**src/rtl/riscv_approx_issue_pkg.sv**
```systemverilog
// ============================================================================
//  Module  : riscv_approx_issue_pkg
//  Brief   : Shared types and constants for the approximate-ALU issue stage:
//            operator encoding widths, mask widths, CSR addresses, issue FSM
//            state enum and the bundled operation struct.
//  Revision: 1.0 - initial release
// ============================================================================
`default_nettype none

package riscv_approx_issue_pkg;

  // Widths shared with the approximate ALU
  localparam int APP_OP_WIDTH = 7;
  localparam int N_BIT_APPR   = 8;
  localparam int N_BIT_PREC   = 8;

  // Approximate ALU operator encodings used by the issue path
  localparam logic [APP_OP_WIDTH-1:0] APP_ADD    = 7'h00;
  localparam logic [APP_OP_WIDTH-1:0] APP_MULMAC = 7'h01;
  localparam logic [APP_OP_WIDTH-1:0] APP_DOT8   = 7'h02;
  localparam logic [APP_OP_WIDTH-1:0] APP_SLL    = 7'h03;

  // CSR map of the issue stage
  localparam logic [11:0] APPX_CSR_APPR = 12'h7C0;
  localparam logic [11:0] APPX_CSR_PREC = 12'h7C1;
  localparam logic [11:0] APPX_CSR_STAT = 12'h7C2;

  typedef enum logic [1:0] {
    ST_EMPTY = 2'd0,
    ST_FULL  = 2'd1,
    ST_DRAIN = 2'd2
  } approx_issue_state_e;

  typedef struct packed {
    logic [APP_OP_WIDTH-1:0] op;
    logic [31:0]             operand_a;
    logic [31:0]             operand_b;
    logic [31:0]             operand_c;
    logic [1:0]              short_signed;
    logic [4:0]              imm;
    logic [1:0]              dot_signed;
  } approx_op_t;

  // Status word layout: {29'b0, draining, pending, out_valid}
  function automatic logic [31:0] appx_stat_word(input logic drain,
                                                 input logic pending,
                                                 input logic out_valid);
    return {29'b0, drain, pending, out_valid};
  endfunction

endpackage

`default_nettype wire

```
**src/rtl/riscv_approx_cfg_regs.sv**
```systemverilog
// ============================================================================
//  Module  : riscv_approx_cfg_regs
//  Brief   : Approximation/precision mask configuration. CSR writes land in
//            shadow registers and raise a pending flag; the issue FSM decides
//            when the shadows are copied into the active masks (apply_i).
//            Optional perf counters enabled by RISCV_APPROX_PERF_CNT_EN.
//  Revision: 1.0 - initial release
// ============================================================================
`default_nettype none

module riscv_approx_cfg_regs
  import riscv_approx_issue_pkg::*;
#(
  parameter logic [11:0] CSR_ADDR_APPR = APPX_CSR_APPR,
  parameter logic [11:0] CSR_ADDR_PREC = APPX_CSR_PREC,
  parameter logic [11:0] CSR_ADDR_STAT = APPX_CSR_STAT
) (
  input  logic                  clk,
  input  logic                  rst_n,
  input  logic                  csr_we_i,
  input  logic [11:0]           csr_addr_i,
  input  logic [31:0]           csr_wdata_i,
  output logic [31:0]           csr_rdata_o,
  input  logic                  apply_i,
  input  logic                  retire_i,
  input  logic                  out_valid_i,
  input  logic                  drain_i,
  output logic                  cfg_wr_o,
  output logic                  pending_o,
  output logic [N_BIT_APPR-1:0] approx_mask_o,
  output logic [N_BIT_PREC-1:0] precision_mask_o
);

  logic [N_BIT_APPR-1:0] shadow_appr_q, shadow_appr_d;
  logic [N_BIT_PREC-1:0] shadow_prec_q, shadow_prec_d;
  logic [N_BIT_APPR-1:0] active_appr_q, active_appr_d;
  logic [N_BIT_PREC-1:0] active_prec_q, active_prec_d;
  logic                  pending_q, pending_d;
  logic                  wr_appr, wr_prec;

  // Upper write-data bits are don't-care for mask widths below 32
  logic unused_ok;
  assign unused_ok = ^{csr_wdata_i, retire_i};

  // Shadow capture and apply; a write colliding with an apply keeps pending set
  always_comb begin
    wr_appr       = csr_we_i && (csr_addr_i == CSR_ADDR_APPR);
    wr_prec       = csr_we_i && (csr_addr_i == CSR_ADDR_PREC);
    shadow_appr_d = wr_appr ? csr_wdata_i[N_BIT_APPR-1:0] : shadow_appr_q;
    shadow_prec_d = wr_prec ? csr_wdata_i[N_BIT_PREC-1:0] : shadow_prec_q;
    active_appr_d = apply_i ? shadow_appr_q : active_appr_q;
    active_prec_d = apply_i ? shadow_prec_q : active_prec_q;
    if (wr_appr || wr_prec) begin
      pending_d = 1'b1;
    end else if (apply_i) begin
      pending_d = 1'b0;
    end else begin
      pending_d = pending_q;
    end
  end

  // Mask state; reset is exact arithmetic at full precision
  always_ff @(posedge clk or negedge rst_n) begin
    if (!rst_n) begin
      shadow_appr_q <= '0;
      shadow_prec_q <= '1;
      active_appr_q <= '0;
      active_prec_q <= '1;
      pending_q     <= 1'b0;
    end else begin
      shadow_appr_q <= shadow_appr_d;
      shadow_prec_q <= shadow_prec_d;
      active_appr_q <= active_appr_d;
      active_prec_q <= active_prec_d;
      pending_q     <= pending_d;
    end
  end

`ifdef RISCV_APPROX_PERF_CNT_EN
  localparam logic [11:0] CSR_ADDR_CNT_OPS  = CSR_ADDR_STAT + 12'd1;
  localparam logic [11:0] CSR_ADDR_CNT_APPR = CSR_ADDR_STAT + 12'd2;

  logic [31:0] cnt_ops_q, cnt_ops_d;
  logic [31:0] cnt_appr_q, cnt_appr_d;
  logic        cnt_clr;

  // Retire counters; a write to either counter address clears both
  always_comb begin
    cnt_clr    = csr_we_i && ((csr_addr_i == CSR_ADDR_CNT_OPS) ||
                              (csr_addr_i == CSR_ADDR_CNT_APPR));
    cnt_ops_d  = cnt_ops_q;
    cnt_appr_d = cnt_appr_q;
    if (cnt_clr) begin
      cnt_ops_d  = '0;
      cnt_appr_d = '0;
    end else if (retire_i) begin
      cnt_ops_d = cnt_ops_q + 32'd1;
      if (active_appr_q != '0) begin
        cnt_appr_d = cnt_appr_q + 32'd1;
      end
    end
  end

  // Counter registers
  always_ff @(posedge clk or negedge rst_n) begin
    if (!rst_n) begin
      cnt_ops_q  <= '0;
      cnt_appr_q <= '0;
    end else begin
      cnt_ops_q  <= cnt_ops_d;
      cnt_appr_q <= cnt_appr_d;
    end
  end
`endif

  // CSR readback, combinational on the address
  always_comb begin
    csr_rdata_o = '0;
    case (csr_addr_i)
      CSR_ADDR_APPR: csr_rdata_o[N_BIT_APPR-1:0] = shadow_appr_q;
      CSR_ADDR_PREC: csr_rdata_o[N_BIT_PREC-1:0] = shadow_prec_q;
      CSR_ADDR_STAT: csr_rdata_o = appx_stat_word(drain_i, pending_q, out_valid_i);
`ifdef RISCV_APPROX_PERF_CNT_EN
      CSR_ADDR_CNT_OPS:  csr_rdata_o = cnt_ops_q;
      CSR_ADDR_CNT_APPR: csr_rdata_o = cnt_appr_q;
`endif
      default:       csr_rdata_o = '0;
    endcase
  end

  assign cfg_wr_o         = wr_appr || wr_prec;
  assign pending_o        = pending_q;
  assign approx_mask_o    = active_appr_q;
  assign precision_mask_o = active_prec_q;

endmodule

`default_nettype wire

```
**src/rtl/riscv_approx_issue.sv**
```systemverilog
// ============================================================================
//  Module  : riscv_approx_issue
//  Brief   : Single-entry issue register in front of the approximate ALU with
//            valid/ready handshakes. Mask updates are deferred to operation
//            boundaries so an in-flight operation never sees a mask change.
//            Optional perf counters: define RISCV_APPROX_PERF_CNT_EN.
//  Revision: 1.0 - initial release
// ============================================================================
`default_nettype none

module riscv_approx_issue
  import riscv_approx_issue_pkg::*;
#(
  parameter logic [11:0] CSR_ADDR_APPR = APPX_CSR_APPR,
  parameter logic [11:0] CSR_ADDR_PREC = APPX_CSR_PREC,
  parameter logic [11:0] CSR_ADDR_STAT = APPX_CSR_STAT
) (
  input  logic                    clk,
  input  logic                    rst_n,
  input  logic                    csr_we_i,
  input  logic [11:0]             csr_addr_i,
  input  logic [31:0]             csr_wdata_i,
  output logic [31:0]             csr_rdata_o,
  input  logic                    in_valid_i,
  output logic                    in_ready_o,
  input  logic [APP_OP_WIDTH-1:0] operator_i,
  input  logic [31:0]             operand_a_i,
  input  logic [31:0]             operand_b_i,
  input  logic [31:0]             operand_c_i,
  input  logic [1:0]              short_signed_i,
  input  logic [4:0]              imm_i,
  input  logic [1:0]              dot_signed_i,
  output logic                    out_valid_o,
  input  logic                    out_ready_i,
  output logic [APP_OP_WIDTH-1:0] alu_operator_o,
  output logic [31:0]             alu_operand_a_o,
  output logic [31:0]             alu_operand_b_o,
  output logic [31:0]             alu_operand_c_o,
  output logic [1:0]              alu_short_signed_o,
  output logic [4:0]              alu_imm_o,
  output logic [1:0]              alu_dot_signed_o,
  output logic [N_BIT_APPR-1:0]   approx_mask_o,
  output logic [N_BIT_PREC-1:0]   precision_mask_o,
  output logic                    busy_o
);

  approx_issue_state_e state_q, state_d;
  approx_op_t          op_q, op_d, in_op;
  logic                pending;
  logic                cfg_wr;
  logic                pend_set;
  logic                accept;
  logic                retire;
  logic                apply;

  assign in_op = '{op:           operator_i,
                   operand_a:    operand_a_i,
                   operand_b:    operand_b_i,
                   operand_c:    operand_c_i,
                   short_signed: short_signed_i,
                   imm:          imm_i,
                   dot_signed:   dot_signed_i};

  // The state register alone tells whether an operation is held
  assign out_valid_o = (state_q != ST_EMPTY);
  assign in_ready_o  = !pending && (!out_valid_o || out_ready_i);
  assign accept      = in_valid_i && in_ready_o;
  assign retire      = out_valid_o && out_ready_i;
  // Pending will be set next cycle (only used where no apply happens)
  assign pend_set    = pending || cfg_wr;
  assign busy_o      = out_valid_o || pending;

  // Issue FSM: a held op with pending config is DRAIN; apply at op boundaries
  always_comb begin
    state_d = state_q;
    apply   = 1'b0;
    case (state_q)
      ST_EMPTY: begin
        if (accept) begin
          state_d = pend_set ? ST_DRAIN : ST_FULL;
        end else if (pending) begin
          apply = 1'b1;
        end
      end
      ST_FULL: begin
        if (retire) begin
          if (accept) begin
            state_d = pend_set ? ST_DRAIN : ST_FULL;
          end else begin
            state_d = ST_EMPTY;
            apply   = pending;
          end
        end else if (pend_set) begin
          state_d = ST_DRAIN;
        end
      end
      ST_DRAIN: begin
        if (retire) begin
          apply   = 1'b1;
          state_d = ST_EMPTY;
        end
      end
      default: state_d = ST_EMPTY;
    endcase
  end

  // Operation register loads only on accept, so fields hold under backpressure
  always_comb begin
    op_d = accept ? in_op : op_q;
  end

  // State and operation registers
  always_ff @(posedge clk or negedge rst_n) begin
    if (!rst_n) begin
      state_q <= ST_EMPTY;
      op_q    <= '0;
    end else begin
      state_q <= state_d;
      op_q    <= op_d;
    end
  end

  riscv_approx_cfg_regs #(
    .CSR_ADDR_APPR (CSR_ADDR_APPR),
    .CSR_ADDR_PREC (CSR_ADDR_PREC),
    .CSR_ADDR_STAT (CSR_ADDR_STAT)
  ) u_cfg_regs (
    .clk              (clk),
    .rst_n            (rst_n),
    .csr_we_i         (csr_we_i),
    .csr_addr_i       (csr_addr_i),
    .csr_wdata_i      (csr_wdata_i),
    .csr_rdata_o      (csr_rdata_o),
    .apply_i          (apply),
    .retire_i         (retire),
    .out_valid_i      (out_valid_o),
    .drain_i          (state_q == ST_DRAIN),
    .cfg_wr_o         (cfg_wr),
    .pending_o        (pending),
    .approx_mask_o    (approx_mask_o),
    .precision_mask_o (precision_mask_o)
  );

  assign alu_operator_o     = op_q.op;
  assign alu_operand_a_o    = op_q.operand_a;
  assign alu_operand_b_o    = op_q.operand_b;
  assign alu_operand_c_o    = op_q.operand_c;
  assign alu_short_signed_o = op_q.short_signed;
  assign alu_imm_o          = op_q.imm;
  assign alu_dot_signed_o   = op_q.dot_signed;

endmodule

`default_nettype wire

```
**config.mk**
```make
export PLATFORM = sky130hd
export DESIGN_NAME = riscv_approx_issue
export DESIGN_NICKNAME = d
export VERILOG_FILES = /design/src/rtl/riscv_approx_issue_pkg.sv /design/src/rtl/riscv_approx_cfg_regs.sv /design/src/rtl/riscv_approx_issue.sv
export SDC_FILE = /design/constraint.sdc
export NUM_CORES = 1
export LEC_CHECK = 0
export CAP_MARGIN = 15
export CORE_MARGIN = 2
export CORE_UTILIZATION = 40
export DETAILED_ROUTE_END_ITERATION = 6
export PLACE_DENSITY = 0.8
export SYNTH_ARGS = -nofsm -noshare
export SYNTH_HDL_FRONTEND = slang
export SYNTH_HIERARCHICAL = 1
export SYNTH_SLANG_ARGS = --single-unit
export TNS_END_PERCENT = 50
```
**constraint.sdc**
```tcl
create_clock -name clk -period 4.2 [get_ports clk]
set_input_delay 1.05 -clock clk [delete_from_list [all_inputs] [get_ports clk]]
set_output_delay 1.05 -clock clk [all_outputs]
set_load 0.03 [all_outputs]
```
==> impl_results.md, run 1 <==
- Type of origin of the critical path: input port
- H-tree levels: 4
- YS warnings: 6
- Ratio of cells with drive above 1 in the final layout: 31.0%
- Period minus WS final: 4.06 ns
- Pwr dens: 502 mW/mm²
- Post_cts resized: 0
- Most frequent cells in the layout: 267 x clkdlybuf4s50_1, 131 x dfrtp_1, 80 x mux2_4
- Final hold vios: 0
- GR Util All Layers: 18.1%
- Commonest non-fill, non-tap cell in the layout: clkdlybuf4s50_1
- CP Class: in -> out
- Filler Cell Count: 1,198
- Most used cell, CP: clkdlybuf4s50_1
- Die Span X: 131 µm
- Max-slew violation count: 0
- Crit-path slowest cell: clkdlybuf4s50_1
- Setup bufs post-CTS: 0
- Final nets: 834
- GPL Wtd Cong: 0.795
- Mean Syn Cell Area: 16.6 µm²
- Setup TNS: 0 ns
- Worst-margin pin slew: 0.686 ns
- Residual DRC: 0
- Die Ht: 131 µm
- Setup Viol. Count Final: 0
- Detail Route Antenna Nets: 0
- Final period utilization: 96.7%
- Final WL: 15,500 µm
- Via/cell ratio: 4.59
- CP max stage delay: 0.67 ns
- Clock root buffer: clkbuf_16
- Vias in the first global route: 4,400
- Status: finished clean
- Latest clock arrival within the worst-skew pair: 0.41 ns
- Initial core utilization: 40.7%
- CTS tree: done
- # clock sinks: 147
- Crit end category: output pin
- Dpl hpwl: 11,400 µm
- RSZ-0062 raised after global routing: no
- # rows: 46
- Port bufs: 275
- Core area: 0.0158 mm²
- Vias post-DR: 4,144
- Slew margin rel.: 54.3%
- Ports: 324
- Number of DRC markers in iteration 0: 102
- Worst path top cell family by delay: buffers and inverters
- Largest net degree at the start of global routing: 76
- Synthesized instance count: 387
- Area Overhead vs Synth: 52.4%
- Final Cell Area: 0.00981 mm²
- CTS clock-pin slew for the worst setup and hold paths: 0.06 ns
- Worst Hold Class: reg -> reg
- Synthesized cell area: 0.00644 mm²
- Clock Tree Buf Depth: 2
- Crit Path Max Fanout: 3
- Setup Skew: 0.00850 ns
- Inserted Clock Buffers: 17
- VDD IR-drop max: 0.269 mV
- CP arrival: 3.01 ns
- Final Util: 62.0%
- LEAKAGE: 4.30 nW
- Inserted Diodes: 0
- Max-cap viol count: 0
- Placed Instance Area: 0.00924 mm²
- Remaining Overflow, GRT: 0
- DRT Pass-1 Iters: 4
- Crit path buf inv count: 2
- First-pass GRT wire length: 23,400 µm
- WL per Instance: 17.2 µm
- CP cell instances: clkdlybuf4s50_1 > or4b_4 > nor3_1 > and2_1 > clkdlybuf4s50_1
- Area of the multi-input gates: 0.00240 mm²
- Initial antenna violation count: 0
- Fmax: 0.246 GHz
- Register Area: 0.00370 mm²
- Full die area: 0.0171 mm²
- WP data required: 3.15 ns
- Hold buffers post-CTS: 0
final cells by class:
class / instances / share of cell area (%)
sequential: 147 / 37.7
inverter: 5 / 0.191
tap: 216 / 2.75
timing repair buffer: 285 / 29.0
clock inverter: 9 / 1.10
multi-input combinational: 217 / 24.5
clock buffer: 23 / 4.77
report_power, final:
group | switching [mW] | internal [mW] | leakage [nW]
Clock | 0.569 | 0.906 | 0.278
Sequential | 0.138 | 1.65 | 1.73
Combinational | 0.825 | 0.831 | 2.29
Total | 1.53 | 3.39 | 4.30
per-stage QoR:
stage | setup slack [ns] | cells | hold slack, ns | power (mW)
after floorplan | 0.536 | 410 | 0.474 | 2.78
after global routing | 0.0488 | 902 | 0.521 | 5.14
after global placement | 0.113 | 870 | 0.491 | 3.44
after CTS | 0.105 | 902 | 0.509 | 4.98
final | 0.138 | 902 | 0.507 | 4.92
after detailed placement | 0.118 | 870 | 0.494 | 3.48
routing by layer:
metal | global-route usage, % | share of wire [%] | routed length, µm
met1 | 20.3 | 37 | 5820
met2 | 31.6 | 52 | 8120
met3 | 6.07 | 7.9 | 1230
met4 | 7.32 | 2.4 | 365
met5 | 0 | 0 | 0
flip-flops by register name, summed over array words and instances, names as in the netlist:
signal / flops
alu_operand_a_o: 32
alu_operand_b_o: 32
alu_operand_c_o: 32
u_cfg_regs/approx_mask_o: 8
u_cfg_regs/precision_mask_o: 8
u_cfg_regs/shadow_appr_q: 8
u_cfg_regs/shadow_prec_q: 8
alu_operator_o: 7
alu_imm_o: 5
alu_dot_signed_o: 2
alu_short_signed_o: 2
state_q: 2
u_cfg_regs/pending_o: 1
path summary, 6_finish.rpt:
check | from | to | slack, ns | cells after the start
min in group asynchronous | rst_n | alu_operand_a_o[14] | 0.65 | 1
worst max-delay path | csr_addr_i[3] | csr_rdata_o[1] | 0.14 | 5
worst min-delay path | alu_operand_c_o[31] | alu_operand_c_o[31] | 0.51 | 1
max in group asynchronous | rst_n | alu_operand_a_o[9] | 2.68 | 2
worst max register to register | u_cfg_regs/pending_o | alu_operand_b_o[22] | 2.07 | 4
worst min register to register | alu_operand_c_o[31] | alu_operand_c_o[31] | 0.51 | 1
(Power assumes the default switching activity.)
==> run 2: changes to the inputs <==
CORE_UTILIZATION = 44   (was 40)
GPL_TIMING_DRIVEN = 0   (was unset)
PLACE_DENSITY = 0.87   (was 0.8)
==> impl_results.md, run 2 (synthesis gave the netlist of run 1 again) <==
- Crit end category: output pin
- DRT Pass-1 Iters: 4 (unchanged)
- CTS tree: done
- Inserted Diodes: 0 (unchanged)
- Int Pwr: 3.65 mW (+7.6%)
- Die Ht: 125 µm (-4.5%)
- Crit path capture: csr_rdata_o[4]
- Period minus WS final: 4.06 ns (-0.00572 ns)
- Final hold vios: 0 (unchanged)
- Final Cell Area: 0.0102 mm² (+4.1%)
- Full die area: 0.0156 mm² (-8.8%)
- RSZ-0062 raised after global routing: no
- Type of origin of the critical path: input port
- Area Overhead vs Synth: 58.6%
- Setup Skew: 0.00582 ns (-0.00268 ns)
- Dpl hpwl: 12,300 µm (+7.3%)
- RR Endpoint: u_cfg_regs/approx_mask_o[5]
- Clock root buffer: clkbuf_16
- Sequential share of power: 34.4% (-2.0 points)
- Ratio of cells with drive above 1 in the final layout: 33.9% (+2.8 points)
- Setup bufs post-CTS: 0 (unchanged)
- Vias post-DR: 4,323 (+4.3%)
- Final nets: 865 (+3.7%)
- Final WL: 16,600 µm (+7.0%)
- Residual DRC: 0 (unchanged)
- Largest net degree at the start of global routing: 81 (+6.6%)
- Met2 GRT Util: 38.1% (+6.5 points)
- Max-slew violation count: 0 (unchanged)
- Gate power share: 33.1% (-0.5 points)
- Commonest non-fill, non-tap cell in the layout: clkdlybuf4s50_1
- Status: finished clean
- Fmax: 0.247 GHz (+0.14%)
- Detail Route Antenna Nets: 0 (unchanged)
- Number of DRC markers in iteration 0: 100 (-2.0%)
- R2r worst-path depth: 6 (+2)
- Via/cell ratio: 4.80 (+4.4%)
- CTS clock-pin slew for the worst setup and hold paths: 0.05 ns (about the same)
- Inserted Clock Buffers: 17 (unchanged)
- Area of the multi-input gates: 0.00241 mm² (+0.36%)
- Vias in the first global route: 4,786 (+8.8%)
- GPL Wtd Cong: 0.799 (+0.49%)
- Reg-to-Reg Start: state_q[1]
- Max-cap viol count: 0 (unchanged)
- Worst-margin pin slew: 0.665 ns (-0.0204 ns)
- H-tree levels: 4 (unchanged)
- Remaining Overflow, GRT: 0 (unchanged)
- First-pass GRT wire length: 26,200 µm (+12%)
- # rows: 44 (-4.3%)
- Met3 Use GR: 6.72% (+0.65 points)
- Sw frac: 29.8% (-1.3 points)
- Pwr dens: 509 mW/mm² (+1.4%)
- Setup Viol. Count Final: 0 (unchanged)
- Die Span X: 125 µm (-4.5%)
- Met1 Track Usage GR: 24.3% (+4.0 points)
- GR Util All Layers: 21.6% (+3.5 points)
- Register Area: 0.00370 mm² (unchanged)
- Initial core utilization: 44.7% (+4.0 points)
- Net Sw Power: 1.55 mW (+0.97%)
- Clk pwr share: 32.5% (+2.5 points)
- Latest clock arrival within the worst-skew pair: 0.41 ns (about the same)
- Port bufs: 275 (unchanged)
- VDD IR-drop max: 0.239 mV (-11%)
- Crit Path Max Fanout: 6 (+3)
- Worst Hold Class: reg -> reg
- Ports: 324 (unchanged)
- CP Class: in -> out
- Worst Setup SP: csr_addr_i[11]
- Filler Cell Count: 968 (-19%)
- GRT Max-Usage Layer: met2
- Final Util: 70.8% (+8.8 points)
- # clock sinks: 147 (unchanged)
- WP data required: 3.15 ns (about the same)
- Initial antenna violation count: 0 (unchanged)
- WL per Instance: 18.4 µm (+7.1%)
- Slew margin rel.: 55.3% (+1.0 points)
- Hold buffers post-CTS: 0 (unchanged)
- LEAKAGE: 4.55 nW (+5.9%)
- Final period utilization: 96.6% (-0.14 points)
- Cells on Worst Hold Path: 1 (unchanged)
- Placed Instance Area: 0.00954 mm² (+3.3%)
- Clock Tree Buf Depth: 2 (unchanged)
- Most frequent cells in the layout: 266 x clkdlybuf4s50_1, 131 x dfrtp_1, 80 x mux2_4
- R2R Setup Slk: 1.91 ns (-0.16 ns)
- CP arrival: 3.01 ns (about the same)
- Core area: 0.0144 mm² (-8.9%)
run 2: worst min path at each step:
stage / from / end / slack (ns)
after floorplan: u_cfg_regs/shadow_appr_q[5] / u_cfg_regs/shadow_appr_q[5] / 0.47
after global placement: u_cfg_regs/shadow_appr_q[5] / u_cfg_regs/shadow_appr_q[5] / 0.49
after detailed placement: alu_operand_b_o[1] / alu_operand_b_o[1] / 0.49
after CTS: alu_operand_c_o[26] / alu_operand_c_o[26] / 0.51
after global routing: alu_operand_b_o[1] / alu_operand_b_o[1] / 0.52
final: alu_operand_a_o[9] / alu_operand_a_o[9] / 0.50
run 2: per-stage QoR:
stage	setup TNS (ns)	instances	hold WS (ns)	setup WS (ns)	power, mW
global placement	-479.40	869	0.488	-3.45	3.49
CTS	0	902	0.508	0.00105	5.25
floorplan	0	410	0.474	0.536	2.78
finish	0	901	0.503	0.144	5.20
detailed placement	-2.13	870	0.494	-0.351	3.54
global route	0	901	0.520	0.0677	5.39
run 2: per-layer routing:
layer / vias up / wire, µm
li1: 1950 / -
met1: 2157 / 6230
met2: 187 / 8760
met3: 29 / 1150
met4: 0 / 459
met5: - / 0
run 2: worst max-delay path: stages:
cell and delay, ns:
clkdlybuf4s50_1 0.40, or4b_4 0.60, or4_4 0.50, nor2_1 0.15, clkdlybuf4s15_2 0.31
run 2: area by class of cell:
class,count,area share [%]
plain buffers,40,3.98
clock buffers,24,4.81
clock inverters,8,1.69
inverters,5,0.184
multi-input cells,217,23.6
flip-flops and latches,147,36.2
well taps,184,2.25
repair buffers,276,27.3
run 2: power groups by stage:
| stage | logic [mW] | clock network [mW] | registers [mW] |
|---|---|---|---|
| 4_1_cts | 1.74 | 1.72 | 1.79 |
| 2_1_floorplan | 0.518 | 0 | 2.27 |
| 3_5_place_dp | 1.73 | 0 | 1.81 |
| 5_1_grt | 1.79 | 1.78 | 1.82 |
| 3_3_place_gp | 1.70 | 0 | 1.80 |
| 6_report | 1.72 | 1.69 | 1.79 |
run 2: timing repair:
item | CTS | global route
setup endpoints to repair | 8 | 6
gates resized for setup | 19 | 2
gates cloned | 0 | 0
pin swaps | 0 | 0
==> run 3: changes to the inputs <==
HOLD_SLACK_MARGIN = 0.15   (was unset)
TNS_END_PERCENT = 5   (was 50)
==> results of run 3 <==
Same layout as run 2: the final DEF is identical, and so are final timing and power.
